===== src/rtl/interrupt_ack_sequencer_pkg.sv =====
// Shared definitions for the interrupt acknowledge sequencer.
//   - state_t     : handshake FSM states (IDLE/REQ/ACK1/ACK2)
//   - NUM_IR      : number of interrupt request lines
//   - BASE_W/LEVEL_W : vector byte split, {base[4:0], level[2:0]}
//   - level_onehot : level index to one-hot IR mask
//   - make_vector  : assemble the vector byte placed on the data bus
package interrupt_ack_sequencer_pkg;

  localparam int NUM_IR  = 8;
  localparam int BASE_W  = 5;
  localparam int LEVEL_W = 3;

  typedef enum logic [1:0] {
    ST_IDLE = 2'd0,
    ST_REQ  = 2'd1,
    ST_ACK1 = 2'd2,
    ST_ACK2 = 2'd3
  } state_t;

  function automatic logic [NUM_IR-1:0] level_onehot(input logic [LEVEL_W-1:0] lvl);
    return NUM_IR'(1) << lvl;
  endfunction

  function automatic logic [7:0] make_vector(input logic [BASE_W-1:0] base,
                                             input logic [LEVEL_W-1:0] lvl);
    return {base, lvl};
  endfunction

endpackage


===== src/rtl/interrupt_ack_sequencer_priority_resolver.sv =====
// Fixed-priority resolver, IR0 highest.
// Ports:
//   pend  in  8 : candidate request bits
//   isr   in  8 : in-service bits; only pend bits of strictly higher priority
//                 than the lowest-index set isr bit are eligible
//   valid out 1 : some pend bit is eligible
//   level out 3 : index of the lowest-index eligible bit (0 when !valid)
// Passing isr=0 turns this into a plain lowest-set-bit finder on pend.
module interrupt_ack_sequencer_priority_resolver
  import interrupt_ack_sequencer_pkg::*;
(
  input  logic [NUM_IR-1:0]  pend,
  input  logic [NUM_IR-1:0]  isr,
  output logic               valid,
  output logic [LEVEL_W-1:0] level
);

  logic [NUM_IR-1:0] allow;
  logic [NUM_IR-1:0] elig;
  logic              blocked;

  // allow[i] stays set until the first in-service bit is reached; that bit
  // and everything of lower priority is blocked (fully nested mode).
  always_comb begin
    allow   = '0;
    blocked = 1'b0;
    for (int i = 0; i < NUM_IR; i++) begin
      if (isr[i]) blocked = 1'b1;
      allow[i] = ~blocked;
    end
    elig = pend & allow;
  end

  always_comb begin
    valid = 1'b0;
    level = '0;
    for (int i = NUM_IR - 1; i >= 0; i--) begin
      if (elig[i]) begin
        valid = 1'b1;
        level = LEVEL_W'(i);
      end
    end
  end

endmodule


===== src/rtl/interrupt_ack_sequencer.sv =====
// CPU-facing end of an 8259A-style interrupt controller.
// Raises int_out for the highest-priority unmasked request not blocked by the
// in-service register, runs the two-pulse INTA handshake, drives the vector on
// the second pulse and maintains the ISR (fully nested, non-specific EOI and
// auto-EOI).
// Ports:
//   clk, rst_n      : clock, asynchronous active-low reset
//   irr, imr        : request latch contents and mask (1 = masked)
//   vector_base     : vector bits T7..T3
//   aeoi            : clear the in-service bit at the end of the handshake
//   eoi_nonspec     : one-cycle pulse, clear lowest-index ISR bit
//   inta_n          : asynchronous CPU acknowledge, active low
//   int_out         : interrupt request to the CPU
//   irr_clear       : one-cycle one-hot clear of the acknowledged IRR bit
//   isr             : in-service register
//   data_out/data_oe: vector byte and its bus drive enable
//   state_dbg       : current handshake state (state_t encoding)
//
// INTA handshake: int_out is held from entry into REQ until the first
// synchronized inta_n fall, which commits the acknowledged level (or flags a
// spurious acknowledge when nothing is eligible). The first low pulse never
// drives the bus; the second low pulse drives {vector_base, level} for exactly
// the synchronized low phase, and its rising edge ends the cycle. Edges of
// inta_n act SYNC_STAGES+1 clocks after the pin moves. SYNC_STAGES must be >= 2.
module interrupt_ack_sequencer #(
  parameter int SYNC_STAGES = 2
) (
  input  logic       clk,
  input  logic       rst_n,
  input  logic [7:0] irr,
  input  logic [7:0] imr,
  input  logic [4:0] vector_base,
  input  logic       aeoi,
  input  logic       eoi_nonspec,
  input  logic       inta_n,
  output logic       int_out,
  output logic [7:0] irr_clear,
  output logic [7:0] isr,
  output logic [7:0] data_out,
  output logic       data_oe,
  output logic [1:0] state_dbg
);

  import interrupt_ack_sequencer_pkg::*;

  // ---------------- inta_n synchronizer and edge detect ----------------
  logic [SYNC_STAGES-1:0] sync_q;
  logic                   edge_q;
  logic                   inta_fall;
  logic                   inta_rise;

  always_ff @(posedge clk or negedge rst_n) begin
    if (!rst_n) begin
      sync_q <= '1;
      edge_q <= 1'b1;
    end else begin
      sync_q <= {sync_q[SYNC_STAGES-2:0], inta_n};
      edge_q <= sync_q[SYNC_STAGES-1];
    end
  end

  assign inta_fall = edge_q & ~sync_q[SYNC_STAGES-1];
  assign inta_rise = ~edge_q & sync_q[SYNC_STAGES-1];

  // ---------------- priority resolution ----------------
  logic [NUM_IR-1:0]  isr_q;
  logic [NUM_IR-1:0]  pend;
  logic               req_valid;
  logic [LEVEL_W-1:0] req_level;
  logic               eoi_valid;
  logic [LEVEL_W-1:0] eoi_level;

  assign pend = irr & ~imr;

  interrupt_ack_sequencer_priority_resolver u_req_resolver (
    .pend  (pend),
    .isr   (isr_q),
    .valid (req_valid),
    .level (req_level)
  );

  // Lowest set ISR bit = the interrupt a non-specific EOI retires.
  interrupt_ack_sequencer_priority_resolver u_eoi_resolver (
    .pend  (isr_q),
    .isr   ({NUM_IR{1'b0}}),
    .valid (eoi_valid),
    .level (eoi_level)
  );

  // ---------------- FSM ----------------
  state_t state_q;
  state_t state_d;

  always_ff @(posedge clk or negedge rst_n) begin
    if (!rst_n) state_q <= ST_IDLE;
    else        state_q <= state_d;
  end

  always_comb begin
    state_d = state_q;
    case (state_q)
      ST_IDLE: if (req_valid) state_d = ST_REQ;
      ST_REQ:  if (inta_fall) state_d = ST_ACK1;
      ST_ACK1: if (inta_rise) state_d = ST_ACK2;
      ST_ACK2: if (inta_rise) state_d = ST_IDLE;
      default: state_d = ST_IDLE;
    endcase
  end

  logic ack_take;
  logic vec_drive;
  logic ack_done;

  always_comb begin
    ack_take  = (state_q == ST_REQ)  && inta_fall;
    vec_drive = (state_q == ST_ACK2) && inta_fall;
    ack_done  = (state_q == ST_ACK2) && inta_rise;
  end

  // ---------------- datapath ----------------
  logic [LEVEL_W-1:0] level_q;
  logic               spurious_q;
  logic [NUM_IR-1:0]  irr_clear_q;
  logic [7:0]         data_out_q;
  logic               drive_q;
  logic [NUM_IR-1:0]  isr_set;
  logic [NUM_IR-1:0]  isr_clr;

  // Set and clear never hit the same bit: a newly acknowledged level is
  // always of higher priority than any bit already in service.
  always_comb begin
    isr_set = '0;
    isr_clr = '0;
    if (ack_take && req_valid)
      isr_set = level_onehot(req_level);
    if (eoi_nonspec && eoi_valid)
      isr_clr = isr_clr | level_onehot(eoi_level);
    if (ack_done && aeoi && !spurious_q)
      isr_clr = isr_clr | level_onehot(level_q);
  end

  always_ff @(posedge clk or negedge rst_n) begin
    if (!rst_n) begin
      level_q     <= '0;
      spurious_q  <= 1'b0;
      isr_q       <= '0;
      irr_clear_q <= '0;
      data_out_q  <= '0;
      drive_q     <= 1'b0;
    end else begin
      isr_q       <= (isr_q & ~isr_clr) | isr_set;
      irr_clear_q <= isr_set;
      if (ack_take) begin
        // Nothing eligible at the acknowledge: report IR7, touch nothing.
        level_q    <= req_valid ? req_level : LEVEL_W'(7);
        spurious_q <= ~req_valid;
      end
      if (vec_drive) begin
        data_out_q <= make_vector(vector_base, level_q);
        drive_q    <= 1'b1;
      end else if (ack_done) begin
        drive_q    <= 1'b0;
      end
    end
  end

  always_comb begin
    int_out   = (state_q == ST_REQ);
    data_oe   = drive_q;
    irr_clear = irr_clear_q;
    isr       = isr_q;
    data_out  = data_out_q;
    state_dbg = state_q;
  end

endmodule

===== config.mk =====
export PLATFORM = sky130hd
export DESIGN_NAME = interrupt_ack_sequencer
export DESIGN_NICKNAME = d
export VERILOG_FILES = /design/src/rtl/interrupt_ack_sequencer_pkg.sv /design/src/rtl/interrupt_ack_sequencer_priority_resolver.sv /design/src/rtl/interrupt_ack_sequencer.sv
export SDC_FILE = /design/constraint.sdc
export NUM_CORES = 1
export LEC_CHECK = 0
export CORE_UTILIZATION = 51
export DETAILED_ROUTE_END_ITERATION = 12
export PLACE_DENSITY_LB_ADDON = 0.12
export RECOVER_POWER = 25
export SETUP_SLACK_MARGIN = 0.3
export SLEW_MARGIN = 10
export SYNTH_ARGS = -nofsm -noshare
export SYNTH_HDL_FRONTEND = slang
export SYNTH_HIERARCHICAL = 1
export SYNTH_SLANG_ARGS = --single-unit

===== constraint.sdc =====
create_clock -name clk -period 3.39 [get_ports clk]
set_input_delay 0.678 -clock clk [delete_from_list [all_inputs] [get_ports clk]]
set_output_delay 0.678 -clock clk [all_outputs]
set_load 0.03 [all_outputs]

# Word-level counts from Yosys, hierarchy flattened
# Index checks and enable logic that the tools add are counted.
[totals]
register_bits = 34
in_bits = 26
out_inout_bits = 28
[classes]
eq_ne = 7
shifts = 3
n_mux = 51
bitwise = 20
reduce_logical = 11
[op_table]
columns = ["cell", "n"]
rows = [
  ["$mux W3", 17],
  ["$mux W1", 26],
  ["$and A8 B8 Y8", 3],
  ["$mux W8", 3],
  ["$shl A1 B3 Y8 const A", 3],
  ["$not A8 Y8", 2],
  ["$or A8 B8 Y8", 2],
  ["$not A1 Y1", 11],
  ["$mux W2", 4],
  ["$pmux W2 S4", 1],
  ["$logic_and A1 B1 Y1", 7],
  ["$ne A2 B2 Y1 const B", 3],
  ["$eq A2 B2 Y1 const B", 2],
  ["$reduce_and A4 Y1", 1],
  ["$and A1 B1 Y1", 2],
  ["$eq A2 B1 Y1 const B", 1],
  ["$logic_not A2 Y1", 1],
  ["$ne A2 B1 Y1 const B", 1],
  ["$reduce_bool A2 Y1", 1],
  ["$logic_not A1 Y1", 1],
]

# Depth between registers and ports, before layout
[logic_depth]
depth_word = 21
mapped_depth = 8
mapped_depth_nobuf = 8

# Hierarchy
# The synthesis kept the hierarchy.
[modules_own_cells]
columns = ["mod", "n_inst", "cells_each", "area_per_inst_um2"]
rows = [
  ["interrupt_ack_sequencer", 1, 131, 1514.0],
  ["interrupt_ack_sequencer_priority_resolver", 2, 27, 158.9],
]

# Worst setup path after synthesis
# No wires, ideal clock.
[synth_timing]
path_type = "input port to flip-flop"
start = "in irr[7]"
end = "reg state_q[1] (netlist: state_dbg[1])"
setup_time_ns = 0.128
arrival_ns = 2.186
required_ns = 3.262
path_slack_ns = 1.076
stages = 8
n_path_buf = 0
path_cell_list = "nor2b_1 nor2b_1 o21bai_1 a221o_2 nand3_1 nor2b_1 a221oi_2 mux2_1"
[synth_between]
elab_chain_cells = 12
[synth_rtl]
columns = ["item", "line", "text"]
rows = [
  ["start, declared", "interrupt_ack_sequencer.sv:30", "input logic [7:0] irr,"],
  ["$and A8 B8 Y8", "interrupt_ack_sequencer.sv:73", "assign pend = irr & ~imr;"],
  ["$and A8 B8 Y8", "interrupt_ack_sequencer_priority_resolver.sv:31", "elig = pend & allow;"],
  ["$mux W1 (8 in a row)", "interrupt_ack_sequencer_priority_resolver.sv:38", "if (elig[i]) begin"],
  ["via req_valid", "interrupt_ack_sequencer.sv:68", "logic req_valid;"],
  ["$ne A2 B2 Y1 (no line)", "-", ""],
  ["$reduce_and A4 Y1 (no line)", "-", ""],
  ["end signal, assigned", "interrupt_ack_sequencer.sv:96", "else state_q <= state_d;"],
  ["end, declared", "interrupt_ack_sequencer.sv:91", "state_t state_q;"],
]
# The timed path passes the listed nets, and every way through them passes these cells.
# A chain may end at the register's enable or synchronous reset.

# Worst setup path after layout
[layout_timing]
start = "in irr[7]"
end = "reg state_q[1] (netlist: state_dbg[1])"
[layout_between]
elab_chain_cells = 12
[layout_rtl]
columns = ["item", "line", "text"]
rows = [
  ["$and A8 B8 Y8", "interrupt_ack_sequencer.sv:73", ""],
  ["via pend[7]", "interrupt_ack_sequencer.sv:67", "logic [NUM_IR-1:0] pend;"],
  ["$and A8 B8 Y8", "interrupt_ack_sequencer_priority_resolver.sv:31", ""],
  ["$mux W1 (8 in a row)", "interrupt_ack_sequencer_priority_resolver.sv:38", ""],
  ["via req_valid", "interrupt_ack_sequencer.sv:68", ""],
  ["$ne A2 B2 Y1 (no line)", "-", ""],
  ["$reduce_and A4 Y1 (no line)", "-", ""],
]
# The timed path passes the listed nets, and every way through them passes these cells.

==> flow_metrics.py <==
metrics = {
    "critical_path": {
        "worstPathRequired_ns": 3.63,
        "max_stage_delay_ns": 0.44,
        "crit_path_end_kind": "register",
        "crit_path_cell_trace": "clkdlybuf4s50_1 > nor2b_1 > nor2b_1 > o21bai_1 > a221o_2 > nand3_1 > nor2b_1 > a221oi_2 > mux2_1",
        "slowest_stage": "clkdlybuf4s50_1",
        "arrival_ns": 2.89,
        "critPathBufInv": 1,
        "worstSetupPathType": "input port to register",
        "startpoint_type": "input port",
        "crit_path_frequent_cell": "nor2b_1",
        "critPathMaxFanout": 6,
        "critical-path-top-delay-family": "compound AO/OA/AOI/OAI gates",
    },
    "sta": {
        "max_slew.worst_pin.slew_ns": 1.76,
        "fmax_ghz": 0.376,
        "fin_hold_ws_ns": 0.375,
        "relSlewSlack_pct": -17.6,
        "fin_skew_ns": 0.0130,
        "hold_violations": 0,
        "layout_min_cycle_time_ns": 2.66,
        "fin_crit_sh_pct": 78.4,
        "rsz0062_at_grt": "no",
        "drv_slew": 35,
        "setup_viol": 0,
        "setup_tns_ns": 0,
    },
    "finish": {
        "fillerInstances": 250,
        "final_cells": 310,
        "drive_gt1_share_pct": 10.2,
        "diodes": 0,
        "synthToLayoutAreaGrowth_pct": 41.2,
        "nets": 294,
    },
    "global_route": {
        "overflow": 0,
        "grt_usage_pct": 24.3,
        "antenna_found_initial": 0,
        "grt_pass1_vias": 1459,
        "grt_first_pass_wirelength_mm": 6.51,
        "grt_max_degree": 35,
    },
    "placed_design": {
        "place_congestion": 0.811,
        "place.port_buffers": 53,
        "place_inst": 302,
        "hpwl_mm": 3.12,
    },
    "synth": {
        "syn_inst": 185,
        "netlist.area_leader.share_pct": 42.3,
        "ys.flop_type": "dfrtp_1",
        "synth.avg_cell_area_um2": 9.90,
        "synth_top_area_cell": "dfrtp_1",
        "ys_seq_area_share_pct": 46.7,
        "yosysMostFrequentCell": "dfrtp_1",
        "yosysUniqueCellTypes": 41,
        "async_flop_share_pct": 100,
        "synth.top_cells.by_count": "dfrtp_1 (31), nor2_1 (19), nor2b_1 (15)",
        "yosys-top-cells-area": "dfrtp_1 (42%), nor2b_1 (5.1%), mux2_2 (4.9%), dfstp_2 (4.3%), nor2_1 (3.9%)",
        "synth_area_um2": 1830,
        "synth_edf_count": 0,
        "ys_ff_latch": 34,
        "yosys_warnings": 6,
    },
    "cts": {
        "clock_latency_ns": 0.35,
        "clkTransAtPathRegs_ns": 0.10,
        "post_cts_buffers": 0,
        "cts_inserted_buffers": 5,
        "cts_root_buf": "clkbuf_4",
        "cts_tree": "yes",
        "hold_buffers": 0,
        "cts_resized": 0,
        "numClockSinks": 34,
        "clock_path_buffers": 2,
        "htreeDepth": 2,
    },
    "route": {
        "viasPerCell": 5.35,
        "drt_iter0_drc": 76,
        "postRouteAntennaNets": 0,
        "drt-total-wl_mm": 4.18,
        "vias": 1658,
        "dr.pass1.iters": 4,
        "wire_per_inst_um": 13.5,
        "drc_errors": 0,
    },
    "power": {
        "p_leak_uw": 0.00108,
        "powerDensity_nw_per_um2": 816,
        "peakVddDrop_v": 0.000534,
        "switching_power_uw": 887,
        "power_frac_clock_pct": 17.9,
        "p_sw_share_pct": 42.1,
        "power_frac_seq_pct": 32.6,
        "pwr-share-comb_pct": 49.6,
        "internal_power_uw": 1220,
    },
    "min_path": {
        "hold_class": "register to register",
    },
    "die": {
        "fp.dieW_um": 61.9,
        "die_h_um": 61.9,
        "dieArea_um2": 3840,
        "io-pin-count": 54,
        "core_um2": 3390,
        "rows": 21,
        "initial_utilization_pct": 54.0,
    },
    "job": {
        "maxCapViolCount": 1,
    },
    "status": {
        "status": "finished, violations left",
        "violations": "max-capacitance violations, max-slew violations",
    },
}
## worst register-to-register path: stages, from the launching register on
cell      delay [ns]
dfrtp_1         0.47
nor3_2          0.24
nand2_1         0.12
a221o_2         0.33
nand3_1         0.24
nor2b_1         0.13
a221oi_2        0.26
mux2_1          0.36
## cell usage in the layout, fill, tap and decap left out, drive strengths merged, types with 3 or more instances in the layout
master         count
clkdlybuf4s50     51
dfrtp             31
a21oi              7
clkbuf             6
nand3              5
nor2              19
conb              20
nor2b             15
mux2               9
ha                 5
nor4b              4
dfstp              3
nor3              10
nor4               4
o22ai              6
nand2             10
o21bai             4
nand2b             5
or2                3
inv               10
o21ai              8
## power by group through the flow
stage	Sequential, µW	Combinational, µW	Clock (µW)
2_1_floorplan	870	466	0
3_3_place_gp	686	1020	0
3_5_place_dp	697	1040	0
4_1_cts	689	1050	386
5_1_grt	712	1130	402
6_report	687	1050	377
## kinds of logic after synthesis
group	count (synthesis)	synth area share, %
AND/OR/NAND/NOR	82	25.3
AO/OA/AOI/OAI	41	15.5
flip-flops	34	46.7
buffers and inverters	12	2.87
multiplexers	10	6.08
adder cells (fa/ha/maj)	5	3.42
other	1	0.205
## registers in the layout, summed over array words and instances (netlist names)
signal	cells
data_oe	1
data_out	8
edge_q	1
irr_clear	8
isr	8
level_q	3
spurious_q	1
state_dbg	2
sync_q	2
## routing by layer
metal	vias up	track usage (%)	routed length (µm)
met5	-	0	0
met4	0	9.21	59
met3	8	6.42	212
met2	56	41.3	2150
met1	793	29.8	1760
li1	801	-	-
## path summary, 6_finish.rpt
check	startpoint	end	slack, ns	cells after the start
max	irr[7]	state_dbg[1]$_DFFE_PN0P_	0.73	9
min	sync_q[0]$_DFF_PN1_	sync_q[1]$_DFF_PN1_	0.38	0
max reg2reg	isr[2]$_DFF_PN0_	state_dbg[1]$_DFFE_PN0P_	1.14	7
min reg2reg	sync_q[0]$_DFF_PN1_	sync_q[1]$_DFF_PN1_	0.38	0
max in group asynchronous	rst_n	data_out[1]$_DFFE_PN0P_	1.05	2
min in group asynchronous	rst_n	irr_clear[2]$_DFF_PN0_	1.32	2
## area by class of cell
class                      instances  area, µm²  area share [%]
inverter                          10       37.5            1.45
sequential                        34        855            33.0
clock buffer                       5       37.5            1.45
clock inverter                     3       68.8            2.66
multi-input combinational        158        996            38.5
timing repair buffer              54        534            20.7
tap                               46       57.6            2.23
## through the flow
stage | util [%] | cell area [µm²] | setup slack (ns) | power [µW]
5_1_grt | 76.3 | 2590 | 0.584 | 2240
4_1_cts | 76.4 | 2590 | 0.756 | 2120
3_3_place_gp | 73.3 | 2480 | 0.470 | 1700
3_5_place_dp | 73.3 | 2480 | 0.408 | 1730
6_report | 76.3 | 2590 | 0.732 | 2110
2_1_floorplan | - | 1900 | 1.08 | 1340
(Power assumes the default switching activity.)
